==> config.mk <==
export PLATFORM = sky130hd
export DESIGN_NAME = oam_dma_arbiter_flat
export DESIGN_NICKNAME = d
export VERILOG_FILES = /design/src/rtl/oam_dma_arbiter_if.sv /design/src/rtl/oam_dma_arbiter.sv /design/src/flat_wrapper.sv
export SDC_FILE = /design/constraint.sdc
export NUM_CORES = 1
export LEC_CHECK = 0
export ABC_AREA = 0
export CAP_MARGIN = 30
export CORE_ASPECT_RATIO = 0.5
export CORE_MARGIN = 5
export CORE_UTILIZATION = 24
export CTS_CLUSTER_DIAMETER = 30
export DETAILED_ROUTE_END_ITERATION = 8
export PLACE_DENSITY = 0.53
export SLEW_MARGIN = 20
export SYNTH_ARGS = -nofsm -noshare
export SYNTH_HDL_FRONTEND = slang
export SYNTH_SLANG_ARGS = --single-unit
==> constraint.sdc <==
create_clock -name i_clk -period 5 [get_ports i_clk]
set_input_delay 1 -clock i_clk [delete_from_list [all_inputs] [get_ports i_clk]]
set_output_delay 1 -clock i_clk [all_outputs]
set_load 0.05 [all_outputs]
==> src/rtl/oam_dma_arbiter_if.sv <==
// CPU-side and MMU-side bus signals seen by the OAM DMA arbiter.
// The slave modport is the arbiter's view; master is the surrounding system.
interface oam_dma_arbiter_if;
    logic [15:0] cpu_addr;
    logic [7:0]  cpu_data_out;
    logic        cpu_rd_enable;
    logic        cpu_wr_enable;
    logic [7:0]  cpu_data_in;

    logic [15:0] mem_addr;
    logic [7:0]  mem_data_out;
    logic        mem_rd_enable;
    logic        mem_wr_enable;
    logic [7:0]  mem_data_in;

    modport master (
        output cpu_addr, cpu_data_out, cpu_rd_enable, cpu_wr_enable, mem_data_in,
        input  cpu_data_in, mem_addr, mem_data_out, mem_rd_enable, mem_wr_enable
    );

    modport slave (
        input  cpu_addr, cpu_data_out, cpu_rd_enable, cpu_wr_enable, mem_data_in,
        output cpu_data_in, mem_addr, mem_data_out, mem_rd_enable, mem_wr_enable
    );
endinterface

==> src/rtl/oam_dma_arbiter.sv <==
// OAM DMA engine: copies LENGTH bytes from {page,8'h00} to OAM_BASE while arbitrating
// the single MMU port between the copy and the CPU (HRAM and the DMA register win).
module oam_dma_arbiter #(
    parameter logic [15:0] DMA_REG  = 16'hFF46,
    parameter logic [15:0] OAM_BASE = 16'hFE00,
    parameter int unsigned LENGTH   = 160,
    parameter logic [15:0] HRAM_LO  = 16'hFF80,
    parameter logic [15:0] HRAM_HI  = 16'hFFFE
) (
    input  logic                  i_clk,
    input  logic                  i_rst,
    oam_dma_arbiter_if.slave      bus,
    output logic                  o_dma_active
);

    localparam logic [7:0] LastIdx = 8'(LENGTH - 1);

    typedef enum logic [1:0] {StIdle, StStart, StRead, StWrite} state_e;

    state_e     r_state, w_state_next;
    logic [7:0] r_src, w_src_next;
    logic [7:0] r_idx, w_idx_next;
    logic [7:0] r_latch, w_latch_next;

    logic       w_reg_hit;
    logic       w_reg_wr;
    logic       w_hram;
    logic       w_active;
    logic       w_stall;
    logic       w_dma_drive;
    logic [7:0] w_page;

    always_comb begin
        w_reg_hit   = (bus.cpu_addr == DMA_REG);
        w_reg_wr    = w_reg_hit && bus.cpu_wr_enable;
        w_hram      = (bus.cpu_rd_enable || bus.cpu_wr_enable) &&
                      (bus.cpu_addr >= HRAM_LO) && (bus.cpu_addr <= HRAM_HI);
        w_active    = (r_state != StIdle);
        w_stall     = w_active && w_hram;
        // A restart abandons the byte in flight; reset kills it in the same cycle.
        w_dma_drive = w_active && !w_stall && !w_reg_wr && !i_rst;
        // Echo region E0-FF reads from C0-DF.
        w_page      = (r_src >= 8'hE0) ? (r_src & 8'hDF) : r_src;
    end

    always_ff @(posedge i_clk) begin
        if (i_rst) begin
            r_state <= StIdle;
            r_src   <= 8'hFF;
            r_idx   <= 8'h00;
            r_latch <= 8'h00;
        end else begin
            r_state <= w_state_next;
            r_src   <= w_src_next;
            r_idx   <= w_idx_next;
            r_latch <= w_latch_next;
        end
    end

    always_comb begin
        w_state_next = r_state;
        w_src_next   = r_src;
        w_idx_next   = r_idx;
        w_latch_next = r_latch;
        if (w_reg_wr) begin
            w_src_next   = bus.cpu_data_out;
            w_state_next = StStart;
            w_idx_next   = 8'h00;
        end else if (!w_stall) begin
            unique case (r_state)
                StIdle: ;
                StStart: begin
                    w_state_next = StRead;
                    w_idx_next   = 8'h00;
                end
                StRead: begin
                    w_latch_next = bus.mem_data_in;
                    w_state_next = StWrite;
                end
                StWrite: begin
                    if (r_idx == LastIdx) begin
                        w_state_next = StIdle;
                        w_idx_next   = 8'h00;
                    end else begin
                        w_state_next = StRead;
                        w_idx_next   = r_idx + 8'd1;
                    end
                end
                default: w_state_next = StIdle;
            endcase
        end
    end

    always_comb begin
        bus.mem_addr      = bus.cpu_addr;
        bus.mem_data_out  = bus.cpu_data_out;
        bus.mem_rd_enable = 1'b0;
        bus.mem_wr_enable = 1'b0;
        bus.cpu_data_in   = bus.mem_data_in;

        if (w_reg_hit) begin
            bus.cpu_data_in = r_src;
        end else if (!w_active || w_hram) begin
            bus.mem_rd_enable = bus.cpu_rd_enable;
            bus.mem_wr_enable = bus.cpu_wr_enable;
        end else if (bus.cpu_rd_enable) begin
            bus.cpu_data_in = 8'hFF;
        end

        if (w_dma_drive) begin
            unique case (r_state)
                StRead: begin
                    bus.mem_addr      = {w_page, r_idx};
                    bus.mem_rd_enable = 1'b1;
                end
                StWrite: begin
                    bus.mem_addr      = OAM_BASE + {8'h00, r_idx};
                    bus.mem_data_out  = r_latch;
                    bus.mem_wr_enable = 1'b1;
                end
                default: ;
            endcase
        end
    end

    assign o_dma_active = w_active;

endmodule

==> src/flat_wrapper.sv <==
// flat-port wrapper written by rule: the top's interface ports become plain ports
module oam_dma_arbiter_flat 
#(
    parameter logic [15:0] DMA_REG  = 16'hFF46,
    parameter logic [15:0] OAM_BASE = 16'hFE00,
    parameter int unsigned LENGTH   = 160,
    parameter logic [15:0] HRAM_LO  = 16'hFF80,
    parameter logic [15:0] HRAM_HI  = 16'hFFFE
)
  (i_clk, i_rst, o_dma_active, bus_cpu_addr, bus_cpu_data_out, bus_cpu_rd_enable, bus_cpu_wr_enable, bus_mem_data_in, bus_cpu_data_in, bus_mem_addr, bus_mem_data_out, bus_mem_rd_enable, bus_mem_wr_enable);
  oam_dma_arbiter_if bus_i ();
  input  logic i_clk;
  input  logic i_rst;
  output logic o_dma_active;
  input wire logic [$bits(bus_i.cpu_addr)-1:0] bus_cpu_addr;
  input wire logic [$bits(bus_i.cpu_data_out)-1:0] bus_cpu_data_out;
  input wire logic [$bits(bus_i.cpu_rd_enable)-1:0] bus_cpu_rd_enable;
  input wire logic [$bits(bus_i.cpu_wr_enable)-1:0] bus_cpu_wr_enable;
  input wire logic [$bits(bus_i.mem_data_in)-1:0] bus_mem_data_in;
  output wire logic [$bits(bus_i.cpu_data_in)-1:0] bus_cpu_data_in;
  output wire logic [$bits(bus_i.mem_addr)-1:0] bus_mem_addr;
  output wire logic [$bits(bus_i.mem_data_out)-1:0] bus_mem_data_out;
  output wire logic [$bits(bus_i.mem_rd_enable)-1:0] bus_mem_rd_enable;
  output wire logic [$bits(bus_i.mem_wr_enable)-1:0] bus_mem_wr_enable;
  assign bus_i.cpu_addr = bus_cpu_addr;
  assign bus_i.cpu_data_out = bus_cpu_data_out;
  assign bus_i.cpu_rd_enable = bus_cpu_rd_enable;
  assign bus_i.cpu_wr_enable = bus_cpu_wr_enable;
  assign bus_i.mem_data_in = bus_mem_data_in;
  assign bus_cpu_data_in = bus_i.cpu_data_in;
  assign bus_mem_addr = bus_i.mem_addr;
  assign bus_mem_data_out = bus_i.mem_data_out;
  assign bus_mem_rd_enable = bus_i.mem_rd_enable;
  assign bus_mem_wr_enable = bus_i.mem_wr_enable;
  oam_dma_arbiter #(.DMA_REG(DMA_REG), .OAM_BASE(OAM_BASE), .LENGTH(LENGTH), .HRAM_LO(HRAM_LO), .HRAM_HI(HRAM_HI)) u_core (.i_clk(i_clk), .i_rst(i_rst), .bus(bus_i), .o_dma_active(o_dma_active));
endmodule
Word level (Yosys, flattened, before mapping) --
Index checks and enable logic that the tools add are counted.
Storage, ports and cells: register bits 26, bits of input ports 36, output and inout bits 35, word-level logic and storage cells 62
Operators by class: add/sub/neg operators 2, magnitude comparators 3, equal/unequal tests 6, multiplexer cells 22, bitwise operators 2, reduce and logical (&&, ||, !) cells 22
Operators by type and width (count):
- 8-bit two-way mux | 6
- 16-bit case mux with 2 select lines | 1
- 16-bit equality test (second input constant) | 1
- 16-bit greater-or-equal comparator (second input constant) | 1
- 16-bit less-or-equal comparator (second input constant) | 1
- 16-bit two-way mux | 1
- 8-bit case mux with 2 select lines | 1
- 10-bit by 9-bit adder with 11-bit output (first input constant) | 1
- 1-bit two-way mux | 10
- 8-bit by 1-bit adder with 8-bit output (second input constant) | 1
- 8-bit equality test (second input constant) | 1
- 8-bit greater-or-equal comparator (second input constant) | 1
- 1-bit logical AND | 7
- 6-bit two-way mux | 1
- 2-bit case mux with 3 select lines | 1
- 2-bit AND reduction | 3
- 2-bit equality test (second input constant) | 2
- 1-bit logical NOT | 4
- 2-bit nonzero test | 2
- 4-bit nonzero test | 1
- 3-bit AND reduction | 1
- 3-bit nonzero test | 1
- 2-bit by 1-bit equality test with 1-bit output (second input constant) | 1
- 1-bit logical OR | 2
- 4 further kinds | 5

Depth between registers and ports, before layout --
Gate-level depths: netlist of the first run.
word-level depth 9, gate-level depth with buffers 8, gate-level depth less buffers 6

Least setup slack after synthesis of the first run --
OpenSTA, ideal clock, no wires.
path kind input-to-output, start in bus_cpu_addr[4], end out bus_mem_addr[10], arrival time 3135 ps, required time 4000 ps, slack 865 ps, stages on the path 6, buffers on the path 1, path through or4_4 nor4_4 a21oi_2 nand3_4 buf_8 mux2i_1
On the way: word-level cells in the longest chain between the ends 9, elaborated cells on any way between the ends 13, those cells by class 2 x order compare; 1 x eq/ne; 1 x mux; 9 x reduce/logical
RTL lines:
- start: declaration | RTL line flat_wrapper.sv:15 | input wire logic [$bits(bus_i.cpu_addr)-1:0] bus_cpu_addr;
- 16-bit greater-or-equal comparator | RTL line oam_dma_arbiter.sv:37 | (bus.cpu_addr >= HRAM_LO) && (bus.cpu_addr <= HRAM_HI);
- 1-bit logical AND | RTL line oam_dma_arbiter.sv:36 | w_hram = (bus.cpu_rd_enable || bus.cpu_wr_enable) &&
- 1-bit logical AND | RTL line oam_dma_arbiter.sv:37
- 1-bit logical AND | RTL line oam_dma_arbiter.sv:39 | w_stall = w_active && w_hram;
- 1-bit logical NOT | RTL line oam_dma_arbiter.sv:41 | w_dma_drive = w_active && !w_stall && !w_reg_wr && !i_rst;
- 1-bit logical AND | RTL line oam_dma_arbiter.sv:41
- 1-bit logical AND * (2 in series) | RTL line oam_dma_arbiter.sv:41
- 16-bit two-way mux * | RTL line oam_dma_arbiter.sv:110 | if (w_dma_drive) begin
- end: declaration | RTL line flat_wrapper.sv:21 | output wire logic [$bits(bus_i.mem_addr)-1:0] bus_mem_addr;
Mark *: on every way between the ends. The rest lies on a longest branch, timed or not.

Worst setup path in the final report of the first run --
start in bus_cpu_addr[12], end out bus_mem_data_out[6]
On the way: word-level cells in the longest chain between the ends 9, elaborated cells on any way between the ends 13, those cells by class 2 x order compare; 1 x eq/ne; 1 x mux; 9 x reduce/logical
RTL lines:
- 16-bit greater-or-equal comparator | RTL line oam_dma_arbiter.sv:37
- 1-bit logical AND | RTL line oam_dma_arbiter.sv:36
- 1-bit logical AND | RTL line oam_dma_arbiter.sv:37
- 1-bit logical AND | RTL line oam_dma_arbiter.sv:39
- 1-bit logical NOT | RTL line oam_dma_arbiter.sv:41
- 1-bit logical AND | RTL line oam_dma_arbiter.sv:41
- 1-bit logical AND * (2 in series) | RTL line oam_dma_arbiter.sv:41
- 8-bit two-way mux * | RTL line oam_dma_arbiter.sv:110
- end: declaration | RTL line flat_wrapper.sv:22 | output wire logic [$bits(bus_i.mem_data_out)-1:0] bus_mem_data_out;
Marks and branches as above.

==> results of run 1 <==
state kept, by name, summed over array words and instances (netlist names):
register	flops
u_core.r_idx	8
u_core.r_latch	8
u_core.r_src	8
u_core.r_state	2
Yosys cell counts (all sizes together), types with 3 or more instances:
cell / number
a211o: 8
a21oi: 5
a2bb2oi: 8
and3: 8
buf: 9
clkbuf: 5
dfxtp: 26
inv: 7
mux2: 18
mux2i: 7
nand2: 11
nand2b: 8
nand3: 6
nand4: 5
nor2: 15
o211ai: 3
o21ai: 7
o22a: 8
or2: 3
xor2: 6
cell type report:
class	count	area (µm²)	share of cell area, %
repair buffers	75	741	27.8
clock buffers	3	75.1	2.82
inverters	7	26.3	0.985
multi-input cells	145	1150	43.3
well taps	96	120	4.50
clock inverters	1	30.0	1.13
flip-flops and latches	26	520	19.5
tightest hold or removal path, stage by stage, from the launching register on:
cell and delay [ps]:
dfxtp_1 310, nand2b_1 80, a2bb2oi_2 50
per-layer routing:
layer / vias to the layer above / GRT usage, %
li1: 835 / -
met1: 811 / 14.1
met2: 37 / 20.6
met3: 8 / 1.75
met4: 0 / 2.88
met5: - / 0
report_power, final:
part           total [mW]  switching, mW  internal (mW)
Combinational       0.146         0.0816         0.0647
Sequential          0.207     0.00000287          0.207
Clock               0.234         0.0749          0.159
path summary, 6_finish.rpt:
kind | start | endpoint | cells after the start
setup / recovery | bus_cpu_addr[12] | bus_mem_data_out[6] | 7
hold / removal | u_core.r_latch[3] | u_core.r_latch[3] | 2
setup reg to reg | u_core.r_state[0] | u_core.r_idx[2] | 3
hold reg to reg | u_core.r_latch[3] | u_core.r_latch[3] | 2
kinds of logic (layout without fill, tap and decap cells):
logic type      Yosys count  count (layout)  share of synthesized area (%)
xor+xnor                  6               6                           2.91
mux                      25              25                           15.1
flops                    26              26                           28.8
fa+ha+maj                 1               1                          0.692
compound gates           44              44                           21.6
simple gates             69              69                           23.5
buf+inv                  21              86                           7.40
through the flow:
step	hold WS [ps]	instance area, µm²	setup WS, ps	total power, mW	instances
final	486	2670	595	0.587	353
after global routing	506	2670	465	0.606	353
after CTS	491	2670	570	0.598	353
after detailed placement	474	2560	575	0.359	349
after global placement	475	2560	609	0.359	349
after floorplan	451	1810	865	0.288	192
==> flow_metrics.py, run 1 <==
metrics = {
    "outcome": {
        "status": "complete, no violations",
    },
    "critical_path": {
        "critical_path_endpoint_category": "output pin",
        "critical-path-top-delay-family": "simple AND/OR/NAND/NOR gates",
        "timing.critical_path.cells": "clkdlybuf4s50_1 > nand4_1 > or2_2 > or2_1 > nand4_2 > mux2_2 > buf_4",
        "critical_path_class": "input port to output pin",
        "worst_ep_arrival_time_ps": 3400,
        "path_buf_inv": 2,
        "cpMaxStageDelayCell": "clkdlybuf4s50_1",
        "timing.reg2reg.setup_slack_ps": 3120,
        "critical_path.max_stage_delay_ps": 500,
        "critPathLaunchType": "input port",
        "crit_required_ps": 4000,
        "critical_path.max_fanout": 10,
    },
    "die": {
        "rows": 22,
        "die_span_in_y_um": 71.4,
        "ios": 71,
        "initial_core_util_pct": 24.7,
        "die_span_x_um": 133,
        "placeable_core_region_um2": 7320,
        "die_area_um2": 9470,
    },
    "synthesis": {
        "ys_warn_count": 0,
        "yosys.area.top_type_share_pct": 28.8,
        "synth.top_cells.by_area": "dfxtp_1 (29%), mux2_2 (9.3%), a2bb2oi_2 (6.6%)",
        "postSynthNetCount": 229,
        "synthDistinctLibCells": 44,
        "syn-instance-count": 192,
        "synth.largest_area_cell": "dfxtp_1",
        "synth_enable_flop_cells": 0,
        "synthArstFlopShare_pct": 0,
        "sequential_share_of_the_synthesized_area_pct": 28.8,
        "synth.cell_area_um2": 1810,
        "ys.flop_type": "dfxtp_1",
        "post_synth.cell_area_avg_um2": 9.42,
        "ys_seq_elements": 26,
    },
    "cells_and_area": {
        "syn2layout_area_growth_pct": 47.5,
        "final_layout_size_suffix_gt1_share_pct": 30.0,
        "num-fill-cells": 773,
        "antenna_cells": 0,
        "finish.net_count": 295,
        "layout.cells.most_common": "clkdlybuf4s50_1",
        "commonest_non_fill_non_tap_cells_in_the_layout": "clkdlybuf4s50_1 (36), buf_4 (32), dfxtp_1 (26)",
        "final_core_utilization_pct": 36.4,
    },
    "timing": {
        "finalSetupTns_ps": 0,
        "final_max_slew_viol_count": 0,
        "clock_skew_ps": 3.09,
        "period_minus_ws_final_ps": 4400,
        "grt_setup_unrepaired": "false",
        "setup_viol": 0,
        "max_freq_mhz": 227,
        "layout_worst_path_cycle_share_pct": 88.1,
        "max_slew_margin_pct": 56.6,
        "hold_viol": 0,
        "worst-slew-pin-transition_ps": 644,
    },
    "clock_network": {
        "cts.htree.levels": 1,
        "clock_sink_count": 26,
        "cts_setup_buffers": 0,
        "cts-root-buf": "clkbuf_16",
        "maximum_root_to_sink_buffer_count": 2,
        "cts_repair_resize_count": 0,
        "clk-insertion-delay-late_ps": 260,
        "clock_tree_from_tritoncts": "done",
        "cts-buffers-inserted": 3,
        "cts.hold.buffers_added": 0,
        "clkTransAtPathRegs_ps": 70,
    },
    "detailed_routing": {
        "drt_iter0_markers": 102,
        "vias": 1691,
        "met3WireLength_um": 163,
        "route.detailed.vias_per_inst": 4.79,
        "route.layer.met1.wl_um": 2360,
        "number_of_drc_violations_after_detailed_routing": 0,
        "route.final.wire_length_um": 5410,
        "number_of_antenna_violating_nets_in_the_routed_design": 0,
        "highest_metal_layer_with_signal_wires": "met4",
        "detailroute.wirelength.met2_um": 2790,
        "wire_per_inst_um": 15.3,
        "detail_route.first_pass.iterations": 4,
    },
    "global_route": {
        "gr-total-overflow": 0,
        "antenna_found_initial": 0,
        "first_global_vias": 1761,
        "global_route_wire_length_before_repair_um": 8920,
        "grt_start_max_net_pins": 21,
        "globalRouteTotalUtil_pct": 11.3,
    },
    "run": {
        "cap_viol_max_count": 0,
    },
    "min_path": {
        "hold_path.class": "flip-flop to flip-flop",
    },
    "place": {
        "numPortBuffers": 70,
        "weighted_congestion_reported_at_the_end_of_routability_driven_placement": 0.795,
        "detailed_place_hpwl_um": 4320,
    },
    "power_and_ir_drop": {
        "cellPowerDensity_nw_per_um2": 220,
        "worst_ir_drop_vdd_uv": 110,
        "leakage_power_nw": 1.10,
    },
}
Power figures use the tool's default switching activity.
==> inputs of run 2 (changes only) <==
- CAP_MARGIN: 30 -> unset
- PLACE_DENSITY: 0.53 -> 0.49
==> flow_metrics.py, run 2 (same netlist as run 1, synthesis figures left out) <==
metrics = {
    "outcome": {
        "status": "complete, no violations",
    },
    "clock_network": {
        "cts-root-buf": "clkbuf_16",
        "clk-insertion-delay-late_ps": 260,
        "cts.hold.buffers_added": 0,
        "cts_setup_buffers": 0,
        "clkTransAtPathRegs_ps": 70,
        "maximum_root_to_sink_buffer_count": 2,
        "cts.htree.levels": 1,
        "cts_repair_resize_count": 0,
        "clock_sink_count": 26,
        "clock_tree_from_tritoncts": "done",
        "cts-buffers-inserted": 3,
    },
    "global_route": {
        "gr-total-overflow": 0,
        "global_route_wire_length_before_repair_um": 9160,
        "antenna_found_initial": 0,
        "globalRouteTotalUtil_pct": 11.6,
        "first_global_vias": 1731,
        "grt_start_max_net_pins": 21,
    },
    "cells_and_area": {
        "layout.cells.most_common": "clkdlybuf4s50_1",
        "antenna_cells": 0,
        "commonest_non_fill_non_tap_cells_in_the_layout": "clkdlybuf4s50_1 (36), buf_4 (32), dfxtp_1 (26)",
        "final_core_utilization_pct": 36.4,
        "syn2layout_area_growth_pct": 47.5,
        "final_layout_size_suffix_gt1_share_pct": 30.0,
        "num-fill-cells": 735,
        "sequential_cell_area_um2": 520,
        "finish.net_count": 295,
        "top_regs": "u_core.r_idx: 8 flops, u_core.r_latch: 8 flops, u_core.r_src: 8 flops",
        "area_occupied_by_multi_input_gates_um2": 1150,
    },
    "critical_path": {
        "critical_path_cell_count": 7,
        "path_buf_inv": 2,
        "worst_r2r_path_depth": 3,
        "crit_required_ps": 4000,
        "critical_path.max_stage_delay_ps": 480,
        "critical-path-top-delay-family": "simple AND/OR/NAND/NOR gates",
        "cpMaxStageDelayCell": "clkdlybuf4s50_1",
        "timing.critical_path.cells": "clkdlybuf4s50_1 > nand4_1 > or2_2 > or2_1 > nand4_2 > mux2_2 > buf_4",
        "critical_path_endpoint_category": "output pin",
        "worst_ep_arrival_time_ps": 3390,
        "critical_path.max_fanout": 10,
        "critPathLaunchType": "input port",
        "critical_path_class": "input port to output pin",
    },
    "timing": {
        "layout_worst_path_cycle_share_pct": 87.8,
        "period_minus_ws_final_ps": 4390,
        "setup_viol": 0,
        "grt_setup_unrepaired": "false",
        "final_max_slew_viol_count": 0,
        "holdWs_ps": 486,
        "finalSetupTns_ps": 0,
        "clock_skew_ps": 5.62,
        "max_freq_mhz": 228,
        "worst-slew-pin-transition_ps": 666,
        "hold_viol": 0,
        "layout_setup_ws_ps": 608,
        "max_slew_margin_pct": 55.5,
    },
    "place": {
        "detailed_place_hpwl_um": 4380,
        "weighted_congestion_reported_at_the_end_of_routability_driven_placement": 0.821,
        "numPortBuffers": 70,
        "dp_worst_setup_slack_ps": 602,
    },
    "power_and_ir_drop": {
        "leakage_power_nw": 1.10,
        "cellPowerDensity_nw_per_um2": 221,
        "finalPower_mw": 0.588,
        "worst_ir_drop_vdd_uv": 131,
    },
    "run": {
        "cap_viol_max_count": 0,
    },
    "detailed_routing": {
        "vias": 1691,
        "drt_iter0_markers": 122,
        "wire_per_inst_um": 16.0,
        "route.final.wire_length_um": 5660,
        "detail_route.first_pass.iterations": 4,
        "route.detailed.vias_per_inst": 4.79,
        "number_of_drc_violations_after_detailed_routing": 0,
        "number_of_antenna_violating_nets_in_the_routed_design": 0,
    },
    "min_path": {
        "holdPathStages": 2,
        "hold_path.class": "flip-flop to flip-flop",
    },
    "die": {
        "ios": 71,
        "die_area_um2": 9470,
        "initial_core_util_pct": 24.7,
        "rows": 22,
        "die_span_in_y_um": 71.4,
        "placeable_core_region_um2": 7320,
        "die_span_x_um": 133,
    },
}
## run 2: worst min-delay path, stage by stage, from the launching register on
cell	delay, ps
dfxtp_1	310
nand2b_1	80
a2bb2oi_2	50
## run 2: path summary, 6_finish.rpt
path / end / slack, ps / startpoint
max reg2reg: u_core.r_idx[2] / 3120 / u_core.r_state[0]
max: bus_mem_data_out[1] / 610 / bus_cpu_addr[15]
min: u_core.r_latch[0] / 490 / u_core.r_latch[0]
min reg2reg: u_core.r_latch[0] / 490 / u_core.r_latch[0]
## run 2: final cells by class
cell class	instances	share of cell area [%]
repair buffers	75	27.8
inverters	7	0.985
multi-input cells	145	43.3
flip-flops and latches	26	19.5
clock buffers	3	2.82
well taps	96	4.50
clock inverters	1	1.13
## run 2: report_power, final
| part | switching [mW] | internal [mW] | total [mW] | leakage (nW) |
|---|---|---|---|---|
| Combinational | 0.0819 | 0.0647 | 0.147 | 0.835 |
| Clock | 0.0755 | 0.159 | 0.235 | 0.0511 |
| Sequential | 0.00000294 | 0.207 | 0.207 | 0.210 |
| Total | 0.157 | 0.431 | 0.588 | 1.10 |
## run 2: metal layers
layer / routed length [µm] / vias up / share of wire (%) / GRT usage (%)
li1: - / 833 / - / -
met1: 2630 / 832 / 46 / 14.8
met2: 2860 / 22 / 51 / 21.1
met3: 107 / 4 / 1.9 / 1.89
met4: 57 / 0 / 1.0 / 2.19
met5: 0 / - / 0 / 0
## run 2: stage by stage
step	instance area, µm²	instances
after CTS	2670	353
after floorplan	1810	192
after global placement	2560	349
after global routing	2670	353
after detailed placement	2560	349
final	2670	353
